===== config.mk =====
export PLATFORM = sky130hd
export DESIGN_NAME = debounce_bank
export DESIGN_NICKNAME = d
export VERILOG_FILES = /design/src/rtl/debounce_bank.sv
export SDC_FILE = /design/constraint.sdc
export NUM_CORES = 1
export LEC_CHECK = 0
export CAP_MARGIN = 10
export CORE_MARGIN = 4
export CORE_UTILIZATION = 50
export CTS_CLUSTER_SIZE = 30
export DETAILED_ROUTE_END_ITERATION = 10
export PLACE_DENSITY = 0.71
export SLEW_MARGIN = 20
export SYNTH_ARGS = -nofsm -noshare
export SYNTH_HDL_FRONTEND = slang
export SYNTH_SLANG_ARGS = --single-unit

===== constraint.sdc =====
create_clock -name clk -period 2.22 [get_ports clk]
set_input_delay 0.444 -clock clk [delete_from_list [all_inputs] [get_ports clk]]
set_output_delay 0.444 -clock clk [all_outputs]
set_load 0.03 [all_outputs]

===== src/rtl/debounce_bank.sv =====
// debounce_bank: per-channel synchroniser, stability-counter debounce, edge strobes and hold-repeat strobes.
// Hold-repeat logic is built only when DEBOUNCE_REPEAT_EN is defined; otherwise repeat_pulse is 0.
module debounce_bank #(
  parameter int N_CH          = 4,
  parameter int COUNT_MAX     = 250_000,
  parameter int SYNC_STAGES   = 2,
  parameter int REPEAT_DELAY  = 50_000_000,
  parameter int REPEAT_PERIOD = 10_000_000
) (
  input  logic            clk,
  input  logic            rst,
  input  logic [N_CH-1:0] in,
  output logic [N_CH-1:0] level,
  output logic [N_CH-1:0] rise,
  output logic [N_CH-1:0] fall,
  output logic [N_CH-1:0] repeat_pulse,
  output logic            any_level
);
  localparam int CW = COUNT_MAX > 1 ? $clog2(COUNT_MAX) : 1;
  logic [N_CH-1:0] level_q, level_d, rise_q, fall_q, rep_q, rep_d, rise_d, fall_d;
  logic            any_q;
  assign rise_d = level_d & ~level_q;
  assign fall_d = ~level_d & level_q;
  always_ff @(posedge clk or negedge rst) begin
    if (!rst) begin
      level_q <= '0;
      rise_q  <= '0;
      fall_q  <= '0;
      rep_q   <= '0;
      any_q   <= 1'b0;
    end else begin
      level_q <= level_d;
      rise_q  <= rise_d;
      fall_q  <= fall_d;
      rep_q   <= rep_d;
      any_q   <= |level_d;
    end
  end
  assign level        = level_q;
  assign rise         = rise_q;
  assign fall         = fall_q;
  assign repeat_pulse = rep_q;
  assign any_level    = any_q;
  genvar c;
  for (c = 0; c < N_CH; c++) begin : g_ch
    logic [SYNC_STAGES-1:0] sync_q;
    logic [CW-1:0]          cnt_q, cnt_d;
    logic                   s, diff, term;
    assign s    = sync_q[SYNC_STAGES-1];
    assign diff = s != level_q[c];
    assign term = cnt_q == CW'(COUNT_MAX - 1);
    // Any agreement with the current level, or acceptance, restarts the window.
    assign cnt_d      = (diff && !term) ? cnt_q + CW'(1) : '0;
    assign level_d[c] = (diff && term) ? s : level_q[c];
    always_ff @(posedge clk or negedge rst) begin
      if (!rst) begin
        sync_q <= '0;
        cnt_q  <= '0;
      end else begin
        sync_q <= {sync_q[SYNC_STAGES-2:0], in[c]};
        cnt_q  <= cnt_d;
      end
    end
`ifdef DEBOUNCE_REPEAT_EN
    localparam int HMAX = REPEAT_DELAY > REPEAT_PERIOD ? REPEAT_DELAY : REPEAT_PERIOD;
    localparam int HW   = $clog2(HMAX + 1);
    logic [HW-1:0] hold_q, hold_d, hold_inc;
    logic          dly_q, dly_d, held, hit;
    assign held     = level_q[c] & level_d[c];
    assign hold_inc = hold_q + HW'(1);
    // hold_q counts cycles since the last strobe; dly_q marks the initial delay phase.
    assign hit      = held && hold_inc == (dly_q ? HW'(REPEAT_DELAY) : HW'(REPEAT_PERIOD));
    assign hold_d   = (held && !hit) ? hold_inc : '0;
    assign dly_d    = level_d[c] & (rise_d[c] | (dly_q & ~hit));
    assign rep_d[c] = rise_d[c] | hit;
    always_ff @(posedge clk or negedge rst) begin
      if (!rst) begin
        hold_q <= '0;
        dly_q  <= 1'b0;
      end else begin
        hold_q <= hold_d;
        dly_q  <= dly_d;
      end
    end
`endif
  end
`ifndef DEBOUNCE_REPEAT_EN
  assign rep_d = '0;
`endif
endmodule


# Word-level counts from Yosys, hierarchy flattened
# Index checks and enable logic that the tools add are counted.
# word_totals
reg_bits	93
latch_bits	0
ram_bits	0
mem_bits_ro	0
inputBits	6
elab_cells	49
n_memories	0
# op_classes
n_addsub	4
multipliers	0
n_div	0
n_lt_le_gt_ge	0
n_eq_ne	8
n_shift	0
mux	8
bitwise_logic	4
n_reduce_logical	13
# op_table
cell	count
adder 18 x 1 -> 18 bit (second input constant)	4
equality test 18 bit (second input constant)	4
2-to-1 mux 18 bit	4
bitwise AND 4 bit	2
logical AND 1 bit	8
inverter 4 bit	2
logical NOT 1 bit	4
2-to-1 mux 1 bit	4
inequality test 1 bit	4
OR reduction 4 bit	1

# Logic depth before layout (Yosys ltp)
# depth
word_depth	5
ltp_mapped	7

# Worst setup path after synthesis
# OpenSTA, ideal clock, no wires.
# synth_path
path_type	reg2reg
start	reg g_ch[3].cnt_q[0]
end	reg any_q (netlist: any_level)
setup_ps	139
arrival_ps	1970
setup_slack_ps	112
path_stages_with_launch	7
cell_sequence	dfrtp_1 -> ha_1 -> nand3_1 -> or3_1 -> buf_2 -> mux2_4 -> or4_4
# synth_via
elab_chain_len	4
# synth_rtl
item	line	source
start: declaration	47	logic [CW-1:0] cnt_q, cnt_d;
start signal: assignment	61	cnt_q <= cnt_d;
equality test 18 bit	51	assign term = cnt_q == CW'(COUNT_MAX - 1);
logical AND 1 bit	54	assign level_d[c] = (diff && term) ? s : level_q[c];
2-to-1 mux 1 bit	54	
net level_d[3]	20	logic [N_CH-1:0] level_q, level_d, rise_q, fall_q, rep_q, rep_d, rise_d, fall_d;
OR reduction 4 bit	36	any_q <= |level_d;
end signal: assignment	36	
end: declaration	21	logic any_q;
# The timed path passes the listed nets, and every way through them passes these cells.

# Final worst setup path
# layout_path
start	reg g_ch[3].cnt_q[11]
end	reg any_q (netlist: any_level)
# The elaborated chain is that of the path after synthesis.

==> parameters.txt <==
Parameter                              Value

Synth
  Cell area after technology mapping    4110 um2
  Share of async-settable or async-resettable flops after synthesis    100%
  FF+latch count, synth    93
  Post-synth EDFFs    0
  Ranking of synthesized cells by instance count    sky130_fd_sc_hd__dfrtp_1 (93), sky130_fd_sc_hd__nor2_1 (83), sky130_fd_sc_hd__xor2_1 (47), sky130_fd_sc_hd__nand2_1 (28), sky130_fd_sc_hd__nand3_1 (25)
  Top-area cell type share of the netlist area    56.6%
  Primary FF master, synth    sky130_fd_sc_hd__dfrtp_1
  Yosys cell types    31
  Most frequently used cell type in the post-synthesis netlist    sky130_fd_sc_hd__dfrtp_1
  Number of warning messages in the yosys log    0
  Biggest area consumer among synthesized cells    sky130_fd_sc_hd__dfrtp_1
  Number of standard cells after synthesis    386
  Seq/Total Area, Yosys    56.6%
  Syn_area_per_cell    10.6 um2
  Top cells by area in the synthesized netlist    sky130_fd_sc_hd__dfrtp_1 (57%), sky130_fd_sc_hd__xor2_1 (10%), sky130_fd_sc_hd__nor2_1 (7.6%), sky130_fd_sc_hd__xnor2_1 (4.3%), sky130_fd_sc_hd__nand3_1 (3.0%)

Setup path
  Depth of the worst register-to-register path    5
  Critical R2R Capture    any_level$_DFF_PN0_
  Data required, critical path    2.45 ns
  Endpoint arrival time on the critical path    2.33 ns
  Critical R2R Launch    g_ch[3].cnt_q[11]$_DFF_PN0_
  Crit path capture type    register
  Slack of the worst reg-to-reg path    0.12 ns
  Sort of element at the start of the critical path    register
  Largest fanout of any net on the critical path    4
  Classification of the worst setup path    reg2reg

Timing
  Fin. max-slew vios    0
  Setup TNS    0 ns
  Max-Slew Margin vs Limit    51.7%
  Fmax achieved    0.476 GHz
  Final worst setup slack    0.118 ns
  Part of the cycle the worst path needs    94.7%
  Unrepaired setup endpoints after global routing    no
  Number of endpoints with negative hold slack in the final report    0
  Total of endpoints with negative setup slack in the final report    0
  Clock period minus final worst setup slack    2.10 ns
  Slew of the pin with the lowest slew margin    0.715 ns
  Worst Clk Skew    0.00784 ns

Cells and area
  Area used by multi-input combinational logic    1740 um2
  Fin nets    438
  Fin util    61.1%
  N_diodes    0
  Area delta synth->final    16.7%
  Share of final-layout standard cells stronger than drive strength 1    9.70%
  Fillers    682
  Area of all sequential standard cells    2330 um2

Die
  Row cnt    32
  Initial core utilization    52.4%
  Area of the core    7850 um2
  Total Die Area    9730 um2
  Y dimension of the die    98.7 um
  I/O pin count    23
  Die boundary width    98.7 um

Pwr
  Share of total power consumed by net switching    21.1%
  Clock network fraction of design power    42.6%
  Static leakage power    2.12 nW
  Switching power of the nets    682 uW
  Share of power burned in registers    53.9%
  Total power draw    3.23 mW
  Total power divided by cell area    673 nW/um2
  Cell-internal power    2.55 mW
  Logic pwr share    3.5%
  Max rail drop VDD    0.523 mV

CTS
  Clock H-tree levels    3
  Clk slew on worst S/H paths    0.09 ns
  Clock insertion delay at the later pin of the skew report    0.35 ns
  Clock Sink Count    93
  Max Buffers Root-to-Sink    2
  CTS tree    yes
  Setup Fix Bufs, Post-CTS    0
  CTS root buf    sky130_fd_sc_hd__clkbuf_8
  Cts bufs inserted    9

Drt
  First-pass iteration count of the detailed router    4
  Routed vias/inst    5.22
  Drt wl/cell    13.6 um
  Number of nets with antenna violations after detailed routing    0
  Routed vias    2,791
  Initial detailed-routing violation count    120
  DRT Wirelength    7.26 mm
  DR DRC count    0

Global route
  Global-route wire length before repair    13.0 mm
  Antenna violations before repair    0
  GR Util All Layers    16.5%
  Via count of the first global-routing pass    2,822
  Largest net degree at the start of global routing    62
  Total grt overflow    0

Worst hold path
  Hold crit path type    reg2reg
  Count of cells along the worst hold path    0
  Worst Hold End    g_ch[1].sync_q[1]$_DFF_PN0_
  Min-Delay Startpoint    g_ch[1].sync_q[0]$_DFF_PN0_

Placement
  Worst slack, placed    0.123 ns
  Port Buffer Count    18
  Detailed placer's ending HPWL    5.11 mm
  Routability congestion estimate from global placement    0.877

Status
  Run status    finished clean

Run
  Count of max-cap constraint violations    0
-- state kept, by name, indices dropped and copies added, names as in the netlist --
signal / flops
level: 4
rise: 4
fall: 4
g_ch.sync_q: 8
any_level: 1
g_ch.cnt_q: 72
-- what timing repair did --
| action | in CTS | in global routing |
|---|---|---|
| gates resized for setup | 0 | 1 |
| setup endpoints to repair | 0 | 1 |
| hold endpoints to repair | 4 | 0 |
| hold buffers | 1 | 0 |
-- placed cells by master (no fill, tap or decap), types with 2 or more instances in the layout --
cell type                         count
sky130_fd_sc_hd__inv_1                2
sky130_fd_sc_hd__nand2b_1             3
sky130_fd_sc_hd__nand4_1             17
sky130_fd_sc_hd__buf_4               18
sky130_fd_sc_hd__nand3_1             25
sky130_fd_sc_hd__nor4_1               6
sky130_fd_sc_hd__nor3b_1             10
sky130_fd_sc_hd__mux2_2               3
sky130_fd_sc_hd__inv_6                3
sky130_fd_sc_hd__xor2_1              47
sky130_fd_sc_hd__or3_1                2
sky130_fd_sc_hd__bufinv_16            3
sky130_fd_sc_hd__nor4b_1              4
sky130_fd_sc_hd__and2_1               3
sky130_fd_sc_hd__xnor2_1             20
sky130_fd_sc_hd__nor4bb_1             2
sky130_fd_sc_hd__and4_1               5
sky130_fd_sc_hd__nand2_1             28
sky130_fd_sc_hd__ha_1                 4
sky130_fd_sc_hd__clkbuf_8            10
sky130_fd_sc_hd__nor2_1              83
sky130_fd_sc_hd__dfrtp_1             93
sky130_fd_sc_hd__conb_1               4
sky130_fd_sc_hd__and3_1              10
sky130_fd_sc_hd__clkdlybuf4s50_1     17
-- kinds of logic after synthesis --
| logic type | count (synthesis) | synth area share (%) |
|---|---|---|
| compound gates | 2 | 0.243 |
| xor+xnor | 67 | 14.3 |
| fa+ha+maj | 4 | 1.22 |
| buf+inv | 11 | 1.40 |
| flops | 93 | 56.6 |
| mux | 4 | 1.19 |
| other cells | 1 | 0.0913 |
| simple gates | 204 | 24.9 |
-- per-layer routing --
layer	vias to the layer above	GRT usage, %	wire [um]
li1	1376	-	-
met1	1370	22.4	3410
met2	40	26.1	3520
met3	5	4.18	248
met4	0	5.36	78
met5	-	0	0
-- how the worst max path moves through the flow --
stage / startpoint / endpoint
finish: g_ch[3].cnt_q[11]$_DFF_PN0_ / any_level$_DFF_PN0_
detailed placement: g_ch[3].cnt_q[11]$_DFF_PN0_ / any_level$_DFF_PN0_
global placement: g_ch[3].cnt_q[11]$_DFF_PN0_ / any_level$_DFF_PN0_
floorplan: g_ch[3].cnt_q[0]$_DFF_PN0_ / any_level$_DFF_PN0_
CTS: g_ch[3].cnt_q[11]$_DFF_PN0_ / any_level$_DFF_PN0_
global route: g_ch[3].cnt_q[11]$_DFF_PN0_ / any_level$_DFF_PN0_
-- worst max-delay path: stages, from the launching register on --
cell,delay (ns)
sky130_fd_sc_hd__dfrtp_1,0.43
sky130_fd_sc_hd__nor4_2,0.28
sky130_fd_sc_hd__nand2_1,0.08
sky130_fd_sc_hd__or3_1,0.37
sky130_fd_sc_hd__mux2_4,0.33
sky130_fd_sc_hd__or4_4,0.50
-- stage by stage --
stage / std cells / hold WS [ns] / cell area [um2]
3_5_place_dp: 518 / 0.261 / 4520
5_1_grt: 535 / 0.368 / 4790
6_report: 535 / 0.356 / 4790
2_1_floorplan: 389 / 0.148 / 4120
3_3_place_gp: 518 / 0.260 / 4520
4_1_cts: 535 / 0.357 / 4790
-- power groups by stage --
stage / sequential (mW) / combinational [mW] / clock, mW
floorplan: 1.77 / 0.0559 / 0
CTS: 1.74 / 0.118 / 1.41
finish: 1.74 / 0.113 / 1.38
detailed placement: 1.77 / 0.115 / 0
global route: 1.74 / 0.134 / 1.48
global placement: 1.77 / 0.113 / 0
-- area by class of cell --
class                      instances  area share [%]
timing repair buffer              37            7.00
sequential                        93            48.6
multi-input combinational        285            36.3
inverter                           2           0.157
clock inverter                     6            2.43
tap                              102            2.66
clock buffer                      10            2.87
No activity file was read; power rests on OpenSTA's default activity.
